## config.mk

```make
export PLATFORM = sky130hd
export DESIGN_NAME = cla8_pipe
export DESIGN_NICKNAME = d
export VERILOG_FILES = /design/src/rtl/cla8_pipe.sv
export SDC_FILE = /design/constraint.sdc
export NUM_CORES = 1
export LEC_CHECK = 0
export ABC_AREA = 1
export BUFFER_PORTS_ARGS = -buffer_cell sky130_fd_sc_hd__buf_2
export CORE_MARGIN = 1.5
export CORE_UTILIZATION = 55
export DETAILED_ROUTE_END_ITERATION = 10
export PLACE_DENSITY = 0.79
export SLEW_MARGIN = 10
export SYNTH_ARGS = -nofsm -noshare
export SYNTH_HDL_FRONTEND = slang
export SYNTH_SLANG_ARGS = --single-unit
```

## constraint.sdc

```tcl
create_clock -name clk -period 1.2 [get_ports clk]
set_input_delay 0.06 -clock clk [delete_from_list [all_inputs] [get_ports clk]]
set_output_delay 0.06 -clock clk [all_outputs]
set_load 0.02 [all_outputs]
```

## src/rtl/cla8_pipe.sv

```systemverilog
// Two-stage pipelined parallel-prefix (Kogge-Stone) adder with valid/ready flow control.
// Optional signed-overflow output is enabled by defining CLA8_PIPE_OVF_EN.
module cla8_pipe #(
   parameter int WIDTH = 8
) (
   input  logic             clk,
   input  logic             rst,
   input  logic             in_valid,
   output logic             in_ready,
   input  logic [WIDTH-1:0] a,
   input  logic [WIDTH-1:0] b,
   input  logic             cin,
   output logic             out_valid,
   input  logic             out_ready,
   output logic [WIDTH-1:0] sum,
   output logic             cout
`ifdef CLA8_PIPE_OVF_EN
   ,output logic            ovf
`endif
);

   localparam int LEVELS = $clog2(WIDTH);

   // Handshake: a beat moves whenever valid and ready are both high at a rising
   // edge; valid never depends on ready, and outputs stay stable while stalled.
   logic             s1_v;
   logic [WIDTH-1:0] s1_h;
   logic [WIDTH-1:0] s1_p;
   logic [WIDTH-1:0] s1_g;
   logic             s1_cin;
   logic             adv2;
   logic             accept;

   assign adv2     = s1_v & (~out_valid | out_ready);
   assign in_ready = ~rst & (~s1_v | adv2);
   assign accept   = in_valid & in_ready;

   always_ff @(posedge clk) begin
      if (rst) begin
         s1_v   <= 1'b0;
         s1_h   <= '0;
         s1_p   <= '0;
         s1_g   <= '0;
         s1_cin <= 1'b0;
      end else if (accept) begin
         s1_v   <= 1'b1;
         s1_h   <= a ^ b;
         s1_p   <= a | b;
         s1_g   <= a & b;
         s1_cin <= cin;
      end else if (adv2) begin
         s1_v   <= 1'b0;
      end
   end

   // cin is the generate at position -1; merging it into bit 0 up front lets the
   // tree span [i:-1] with only log2(WIDTH) levels.
   logic [WIDTH-1:0] g_seed;
   assign g_seed = {s1_g[WIDTH-1:1], s1_g[0] | (s1_p[0] & s1_cin)};

   genvar k, i;
   generate
      for (k = 0; k < LEVELS; k++) begin : g_lvl
         logic [WIDTH-1:0] g_in;
         logic [WIDTH-1:0] p_in;
         logic [WIDTH-1:0] g_out;
         logic [WIDTH-1:0] p_out;
         if (k == 0) begin : g_first
            assign g_in = g_seed;
            assign p_in = s1_p;
         end else begin : g_next
            assign g_in = g_lvl[k-1].g_out;
            assign p_in = g_lvl[k-1].p_out;
         end
         for (i = 0; i < WIDTH; i++) begin : g_node
            if (i >= (1 << k)) begin : g_op
               assign g_out[i] = g_in[i] | (p_in[i] & g_in[i-(1<<k)]);
               assign p_out[i] = p_in[i] & p_in[i-(1<<k)];
            end else begin : g_pass
               assign g_out[i] = g_in[i];
               assign p_out[i] = p_in[i];
            end
         end
      end
   endgenerate

   // Group propagate of the final level has no consumer.
   logic prefix_p_unused;
   assign prefix_p_unused = ^g_lvl[LEVELS-1].p_out;

   logic [WIDTH:0]   carry;
   logic [WIDTH-1:0] sum_next;
   assign carry    = {g_lvl[LEVELS-1].g_out, s1_cin};
   assign sum_next = s1_h ^ carry[WIDTH-1:0];

   always_ff @(posedge clk) begin
      if (rst) begin
         out_valid <= 1'b0;
         sum       <= '0;
         cout      <= 1'b0;
      end else if (adv2) begin
         out_valid <= 1'b1;
         sum       <= sum_next;
         cout      <= carry[WIDTH];
      end else if (out_valid & out_ready) begin
         out_valid <= 1'b0;
      end
   end

`ifdef CLA8_PIPE_OVF_EN
   always_ff @(posedge clk) begin
      if (rst) begin
         ovf <= 1'b0;
      end else if (adv2) begin
         ovf <= carry[WIDTH] ^ carry[WIDTH-1];
      end
   end
`endif

endmodule

```

==> impl_metrics.toml, run 1 <==
[outcome]
status = "completed"

[setup_path]
endpoint = "in_ready"
reg2reg_from = "s1_v"
path_buf_inv = 2
crit_arrival_ns = 1.10
cpPeakStageDelay_ns = 0.36
crit_start = "s1_v"
critPathMaxFanout = 2
cp.depth = 4
path_cells = "nand3_2, nand2_2, inv_1, buf_4"
crit_path_end_kind = "output pin"
path_delay_family = "flip-flops"
reg2reg_to = "g_lvl[0].p_in[5]"
worst_r2r_path_depth = 6
r2r_slack_ns = 0.08
cp.required_ns = 1.14
crit_slowest_cell = "dfxtp_2"
worstSetupPathType = "flip-flop to output pin"
critical_path.startpoint_type = "flip-flop"

[synth]
synth_area_um2 = 1829
yosys_warnings = 0
syn_inst = 247
ys_seq_area_frac = 0.3940
ys_ff_latch = 36
yosys.cell_types.count = 20
synth_nets = 284
synth_area_per_cell_um2 = 7.406

[finish]
antennaDiodeCount = 0
final-seq-area_um2 = 725.7
drive_above_1_share = 0.2206
nets = 317
multi_input_area_um2 = 873.3
fill_cells = 300
synthToLayoutAreaGrowth_pct = 14.91

[global_route]
grtUsageTotal = 0.2004
grt_max_degree = 31
antenna_found_initial = 0
grt_pass1_wl_um = 5478
grt_pass1_vias = 1326
overflow = 0

[clock_network]
cts_tree = "built"
hold_buffers = 2
clkSinkCount = 36
clkLatencyLatePin_ns = 0.34
numCtsBuffers = 5
cts_buffer_depth = 2
h-tree-depth = 2
clk_pin_slew_ns = 0.11
cts_setup_buffers = 0
cts_root_buffer = "clkbuf_4"

[die]
initial_core_util = 0.5895
io_pins = 32
die_y_um = 60.67
num_rows = 20
core_area_um2 = 3103
die_w_um = 60.67
fp.dieArea_um2 = 3681

[pwr]
irDropWorstVdd_mv = 0.8219
power_density_nw_per_um2 = 1161
leakage_uw = 0.001113
clkPwrFrac = 0.281
intPower_uw = 1731
pwr-share-seq = 0.548
power.switching_uw = 710.0
swShare = 0.2908
p_comb_frac = 0.170

[timing]
setup_viol = 0
slew-limit-headroom = 0.8206
worst_pin_slew_ns = 0.2691
slew_violations = 0
rsz0062_at_grt = "yes"
fin_crit_sh = 0.9647
hold_violations = 0
period_needed_ns = 1.158
skew_ns = 0.01296
finalSetupTns_ns = 0
whs_ns = 0.01516
max_freq_mhz = 863.9

[flow_run]
drv_cap = 0

[detailed_routing]
vias = 1539
viasPerCell = 4.735
drt-initial-drc-count = 94
routed_wl_um = 3350
drc_errors = 0
dr.pass1.iters = 4
post_drt_wl_per_cell_um = 10.31
ant_nets = 0

[placement]
gp_congestion = 0.8048
hpwl_um = 2436
numPortBuffers = 31

[worst_hold_path]
hold_path_class = "input pin to flip-flop"
-- state kept, by name (all words and copies together), names as in the netlist --
name        count
s1_g            8
out_valid       1
s1_cin          1
g_lvl.p_in      8
s1_v            1
s1_h            8
cout            1
sum             8
-- worst min path at each step --
stage	from	end	slack, ns	cells past startpoint
after global placement	cin	s1_cin	0.26	3
after detailed placement	cin	s1_cin	0.27	3
after floorplan	cin	s1_cin	0.17	2
after global routing	out_ready	s1_v	0.02	4
final	out_ready	s1_v	0.02	4
after CTS	out_ready	out_valid	0.01	4
-- cell usage after synthesis, drive strengths merged --
| cell | instances | area share |
|---|---|---|
| xnor2 | 2 | 0.0096 |
| buf | 9 | 0.042 |
| nand3 | 9 | 0.025 |
| nor2 | 15 | 0.035 |
| a211oi | 1 | 0.0041 |
| a21oi | 27 | 0.076 |
| nand2 | 53 | 0.12 |
| ha | 16 | 0.11 |
| o21ai | 31 | 0.085 |
| clkbuf | 1 | 0.0021 |
| dfxtp | 36 | 0.39 |
| inv | 45 | 0.094 |
| xor2 | 2 | 0.0096 |
-- cells by family (layout without fill, tap and decap cells) --
kind of cell / count (synthesis) / after routing / share of synthesized area
flops: 36 / 36 / 0.3940
simple gates: 77 / 77 / 0.1751
compound gates: 59 / 59 / 0.1648
xor+xnor: 4 / 4 / 0.01916
fa+ha+maj: 16 / 16 / 0.1094
buf+inv: 55 / 89 / 0.1375
-- worst register-to-register path, stage by stage (launching register included) --
cell,delay [ns]
dfxtp_2,0.35
nand3_2,0.08
nand2_2,0.08
nor2_4,0.15
buf_12,0.19
o21ai_1,0.08
a21oi_1,0.12
-- cells in the final DEF (no fill, tap or decap), types with 2 or more instances in the layout --
| master | n |
|---|---|
| nand2_1 | 45 |
| inv_1 | 41 |
| dfxtp_1 | 32 |
| buf_2 | 30 |
| a21oi_1 | 25 |
| o21ai_1 | 21 |
| ha_1 | 16 |
| nor2_1 | 14 |
| o21ai_0 | 10 |
| nand2_2 | 8 |
| nand3_1 | 8 |
| clkbuf_4 | 5 |
| dfxtp_2 | 4 |
| buf_4 | 3 |
| inv_4 | 2 |
| inv_2 | 2 |
| xor2_1 | 2 |
| xnor2_1 | 2 |
| a21oi_2 | 2 |
| clkinv_2 | 2 |
| dlygate4sd3_1 | 2 |
-- metal layers --
layer | GRT usage | wire length, um
met1 | 0.2563 | 1643
met2 | 0.3257 | 1484
met3 | 0.07036 | 199
met4 | 0.04969 | 23
met5 | 0 | 0
-- metrics by stage --
step	cell area [um2]	power, uW	std cells	setup WS [ns]	util
3_5_place_dp	1994	1767	315	0.03022	0.6427
4_1_cts	2076	2445	325	0.003348	0.6690
3_3_place_gp	1994	1756	315	0.08897	0.6427
6_report	2102	2441	325	0.04239	0.6774
5_1_grt	2102	2566	325	-0.01483	0.6774
2_1_floorplan	1829	1650	247	0.03337	-
-- area by class of cell --
| cell class | count | area share |
|---|---|---|
| well taps | 44 | 0.02619 |
| clock buffers | 6 | 0.02440 |
| multi-input cells | 156 | 0.4155 |
| flip-flops and latches | 36 | 0.3452 |
| repair buffers | 36 | 0.1012 |
| inverters | 45 | 0.08274 |
| clock inverters | 2 | 0.004762 |
-- repair_timing --
item                                    in CTS  in global routing
hold endpoints to repair                     3                  1
gates resized for setup                      0                 13
endpoints found under the setup margin       0                 20
-- power by group through the flow --
| stage | Sequential [uW] | Combinational (uW) | Clock, uW |
|---|---|---|---|
| 3_3_place_gp | 1360 | 398 | 0 |
| 2_1_floorplan | 1380 | 268 | 0 |
| 5_1_grt | 1350 | 478 | 739 |
| 4_1_cts | 1340 | 411 | 698 |
| 6_report | 1340 | 415 | 687 |
| 3_5_place_dp | 1360 | 405 | 0 |
No activity file was read; power rests on OpenSTA's default activity.
==> inputs of run 2 (changes only) <==
ABC_AREA = 0   (was 1)
==> run 2 against run 1 <==
Compared with the run above: the flow now finishes with violations (negative setup slack); clock power fell by 1%; clock skew rose by 0.0027 ns; synthesized cell count fell by 18%; worst hold slack improved by 0.024 ns.
==> impl_metrics.toml, run 2 <==
[outcome]
status = "finished with violations"
violations = "negative setup slack"

[setup_path]
path_delay_family = "simple AND/OR/NAND/NOR gates"
crit_path_end_kind = "flip-flop"
crit_slowest_cell = "dfxtp_4"
path_cells = "nor2b_4, a21oi_4, and2_4, buf_12, nor2_1, a211oi_1"
reg2reg_from = "out_valid"
critical_path.startpoint_type = "flip-flop"
crit_arrival_ns = 1.58
worst_r2r_path_depth = 6
path_buf_inv = 1
reg2reg_to = "g_lvl[0].p_in[1]"
cpPeakStageDelay_ns = 0.36
r2r_slack_ns = -0.13
worstSetupPathType = "flip-flop to flip-flop"
cp.depth = 6
critPathMaxFanout = 11
cp.required_ns = 1.44

[synth]
ys_seq_area_frac = 0.4065
synth_nets = 240
yosys.cell_types.count = 34
synth_area_per_cell_um2 = 8.734
ys_async_sr_fraction = 0
syn_inst = 203
synth-edff-count = 0
yosysTopAreaCell = "dfxtp_1"
synth_top_area_frac = 0.4065
synth_area_um2 = 1773
ys_ff_latch = 36
yosys_warnings = 0
yosysMostFrequentCell = "dfxtp_1"
synthTopCellsByCount = "dfxtp_1, nand2_1, nand2b_1, nor2_1"
synth_flop_cell = "dfxtp_1"
synth.area.top_cells = "dfxtp_1, ha_1, nand2b_1"

[global_route]
grtUsageTotal = 0.2079
grt_max_degree = 22
grt_pass1_vias = 1282
overflow = 0
grt_pass1_wl_um = 5437
antenna_found_initial = 0

[clock_network]
numCtsBuffers = 5
clkSinkCount = 36
clkLatencyLatePin_ns = 0.34
cts_root_buffer = "clkbuf_4"
h-tree-depth = 2
clk_pin_slew_ns = 0.11
cts_tree = "built"
cts_buffer_depth = 2

[timing]
worst_pin_slew_ns = 0.2445
fin_crit_sh = 1.112
skew_ns = 0.01565
max_freq_mhz = 749.1
hold_violations = 0
setup_viol = 33
rsz0062_at_grt = "yes"
period_needed_ns = 1.335
slew-limit-headroom = 0.8355
finalSetupTns_ns = -2.075
layout_setup_ws_ns = -0.1349
slew_violations = 0

[pwr]
power_density_nw_per_um2 = 1073
leakage_uw = 0.001093
finalPower_uw = 2519
irDropWorstVdd_mv = 0.7603

[finish]
final-seq-area_um2 = 735.7
drive_above_1_share = 0.3915
layout_common_cells = "buf_2, dfxtp_1, buf_4, nand2b_1"
synthToLayoutAreaGrowth_pct = 32.39
fill_cells = 227
antennaDiodeCount = 0
fin_cells = 302
layout_commonest_cell = "buf_2"
final_cell_area_um2 = 2347
multi_input_area_um2 = 1015
nets = 294

[detailed_routing]
viasPerCell = 4.987
post_drt_wl_per_cell_um = 12.50
vias = 1506
routed_wl_um = 3776
ant_nets = 0
drc_errors = 0
drt-initial-drc-count = 70
dr.pass1.iters = 4

[die]
num_rows = 20
fp.dieArea_um2 = 3573
die_y_um = 59.78
die_w_um = 59.78
initial_core_util = 0.5807
core_area_um2 = 3053
io_pins = 32

[worst_hold_path]
worstHoldPathCells = 2
hold_path.startpoint = "rst"
hold_path_class = "input pin to flip-flop"
min_to = "sum[2]"

[placement]
hpwl_um = 2506
numPortBuffers = 31
gp_congestion = 0.7500
postPlaceCellArea_um2 = 2088
dp.cells = 287

[flow_run]
drv_cap = 0
-- run 2: how the worst max path moves through the flow --
stage | startpoint | to | slack [ns]
2_1_floorplan | out_valid | g_lvl[0].p_in[5] | -0.13
3_3_place_gp | g_lvl[0].p_in[0] | cout | -0.15
3_5_place_dp | s1_g[1] | cout | -0.25
4_1_cts | g_lvl[0].p_in[0] | sum[4] | -0.12
5_1_grt | g_lvl[0].p_in[0] | sum[4] | -0.20
6_report | out_valid | g_lvl[0].p_in[1] | -0.13
-- run 2: stage by stage --
stage / setup WS (ns) / utilization / hold WS, ns
floorplan: -0.1250 / - / 0.1489
global placement: -0.1450 / 0.6840 / 0.2792
detailed placement: -0.2483 / 0.6840 / 0.2799
CTS: -0.1173 / 0.7291 / 0.04121
global route: -0.2000 / 0.7689 / 0.04060
finish: -0.1349 / 0.7689 / 0.03911
-- run 2: worst reg2reg max path: cells and delay by family, from the launching register on --
kind / cells / cell delay, ns
AO/OA/AOI/OAI: 2 / 0.29
buffers and inverters: 1 / 0.15
flip-flops: 1 / 0.36
AND/OR/NAND/NOR: 3 / 0.44
-- run 2: cell type report --
cell class / count / area share
Sequential cell: 36 / 0.3134
Inverter: 16 / 0.02559
Clock buffer: 7 / 0.02345
Multi-Input combinational cell: 139 / 0.4323
Timing Repair Buffer: 59 / 0.1786
Clock inverter: 1 / 0.003198
Tap cell: 44 / 0.02345
-- run 2: routing by layer --
| layer | vias up | wire, um | global-route usage |
|---|---|---|---|
| met4 | 0 | 39 | 0.06667 |
| li1 | 776 | - | - |
| met2 | 28 | 2004 | 0.3680 |
| met3 | 4 | 133 | 0.06061 |
| met1 | 698 | 1598 | 0.2380 |
| met5 | - | 0 | 0 |
-- run 2: what timing repair did --
item,in CTS,in global routing
pin swaps,11,15
cloned,1,2
hold buffers,2,0
setup buffers,1,1
resized for setup,18,35
endpoints found under the setup margin,26,35
hold endpoints to repair,2,0
-- run 2: report_power, final --
group	switching, uW	leakage [uW]	internal, uW
Clock	391	0.0000315	287
Combinational	256	0.000762	250
Sequential	60.4	0.000300	1280
Total	707	0.00109	1810
-- run 2: logic make-up after synthesis --
logic type / after synthesis / share of synthesized area
AND/OR/NAND/NOR: 70 / 0.1948
AO/OA/AOI/OAI: 47 / 0.1778
flip-flops: 36 / 0.4065
buffers and inverters: 28 / 0.07833
adder cells (fa/ha/maj): 16 / 0.1129
XOR/XNOR: 6 / 0.02965
==> inputs of run 3 (changes only) <==
ABC_AREA = 1   (was 0)
clock period = 1.43 ns   (was 1.2 ns; I/O delays follow)
==> run 3 against run 2 <==
Compared with the run above: the flow now finishes without violations; worst hold slack worse by 0.026 ns; die area increased by 3.0%; via count is 3.8% higher; highest routed layer unchanged.
==> impl_metrics.toml, run 3 (same netlist as run 1, synthesis figures left out) <==
[clock_network]
clk_pin_slew_ns = 0.11
cts_tree = "built"
cts_root_buffer = "clkbuf_4"
clkLatencyLatePin_ns = 0.35
cts_buffer_depth = 2
clkSinkCount = 36
h-tree-depth = 2
numCtsBuffers = 5

[setup_path]
crit_slowest_cell = "dlygate4sd3_1"
worstSetupPathType = "input pin to flip-flop"
cp.depth = 8
reg2reg_from = "out_valid"
path_cells = "dlygate4sd3_1, buf_2, inv_4, nand2_2, nor2_4, buf_4, o21ai_1, a21oi_1"
endpoint = "g_lvl[0].p_in[3]"
crit_start = "rst"
path_buf_inv = 4
reg2reg_to = "g_lvl[0].p_in[3]"
cp.required_ns = 1.71
cpPeakStageDelay_ns = 0.53
path_delay_family = "buffers and inverters"
crit_path_end_kind = "flip-flop"
critical_path.startpoint_type = "input pin"
crit_arrival_ns = 1.54
r2r_slack_ns = 0.19
critPathMaxFanout = 30
worst_r2r_path_depth = 6

[detailed_routing]
drc_errors = 0
ant_nets = 0
dr.pass1.iters = 4
vias = 1563
routed_wl_um = 3287
viasPerCell = 4.824
drt-initial-drc-count = 43
post_drt_wl_per_cell_um = 10.15

[timing]
max_freq_mhz = 796.4
setup_viol = 0
rsz0062_at_grt = "no"
worst_pin_slew_ns = 0.3444
whs_ns = 0.01286
fin_crit_sh = 0.8781
hold_violations = 0
slew_violations = 0
skew_ns = 0.009964
period_needed_ns = 1.256
slew-limit-headroom = 0.7701
finalSetupTns_ns = 0

[die]
io_pins = 32
die_w_um = 60.67
initial_core_util = 0.5895
fp.dieArea_um2 = 3681
core_area_um2 = 3103
num_rows = 20
die_y_um = 60.67

[outcome]
status = "completed"

[placement]
postPlaceCellArea_um2 = 1974
dp.cells = 314
numPortBuffers = 31
hpwl_um = 2363
gp_congestion = 0.8090

[global_route]
grtUsageTotal = 0.2119
grt_pass1_wl_um = 5768
grt_max_degree = 31
antenna_found_initial = 0
overflow = 0
grt_pass1_vias = 1376

[finish]
fill_cells = 296
nets = 316
antennaDiodeCount = 0
drive_above_1_share = 0.1786
layout_common_cells = "nand2_1, inv_1, dfxtp_1, buf_2, a21oi_1"
layout_commonest_cell = "nand2_1"
final-seq-area_um2 = 720.7
fin_cells = 324
multi_input_area_um2 = 857.1
synthToLayoutAreaGrowth_pct = 13.20
final_cell_area_um2 = 2071

[pwr]
leakage_uw = 0.001105
power_density_nw_per_um2 = 1040
irDropWorstVdd_mv = 0.5917
finalPower_uw = 2153

[flow_run]
drv_cap = 0

[worst_hold_path]
hold_path_class = "input pin to flip-flop"
-- run 3: worst min path at each step --
stage | startpoint | to | slack, ns | cells after the start
detailed placement | cin | s1_cin | 0.28 | 3
global route | in_valid | s1_v | 0.02 | 3
finish | in_valid | s1_v | 0.01 | 3
global placement | cin | s1_cin | 0.28 | 3
CTS | in_valid | s1_v | 0.005 | 3
floorplan | cin | s1_cin | 0.18 | 2
-- run 3: per-stage QoR --
stage          setup slack [ns]    util
2_1_floorplan            0.2634       -
6_report                 0.1744  0.6673
5_1_grt                 0.02564  0.6673
3_5_place_dp             0.2125  0.6363
4_1_cts                  0.1768  0.6673
3_3_place_gp             0.2616  0.6363
-- run 3: routing by layer --
layer / global-route usage / wire length (um)
met5: 0 / 0
met4: 0.07453 / 49
met3: 0.06397 / 171
met2: 0.3425 / 1461
met1: 0.2691 / 1604
-- run 3: area by class of cell --
type	count	share of cell area
multi-input cells	156	0.4139
flip-flops and latches	36	0.3480
repair buffers	35	0.09184
inverters	45	0.08278
well taps	44	0.02659
clock buffers	6	0.01994
clock inverters	2	0.01692
-- run 3: tightest hold or removal path: stages --
cell     delay, ns
buf_2         0.08
inv_1         0.06
a21oi_1       0.13
-- run 3: report_power, final --
| part | switching, uW | leakage (uW) | internal [uW] |
|---|---|---|---|
| combinational | 203 | 0.000766 | 132 |
| sequential | 45.0 | 0.000297 | 1080 |
| clock | 331 | 0.0000422 | 366 |
| total | 579 | 0.00111 | 1570 |
-- run 3: what timing repair did --
action                    in CTS  in global routing
gates resized for setup        0                  0
hold endpoints to repair       3                  0
setup buffers                  0                  0
hold buffers                   2                  0
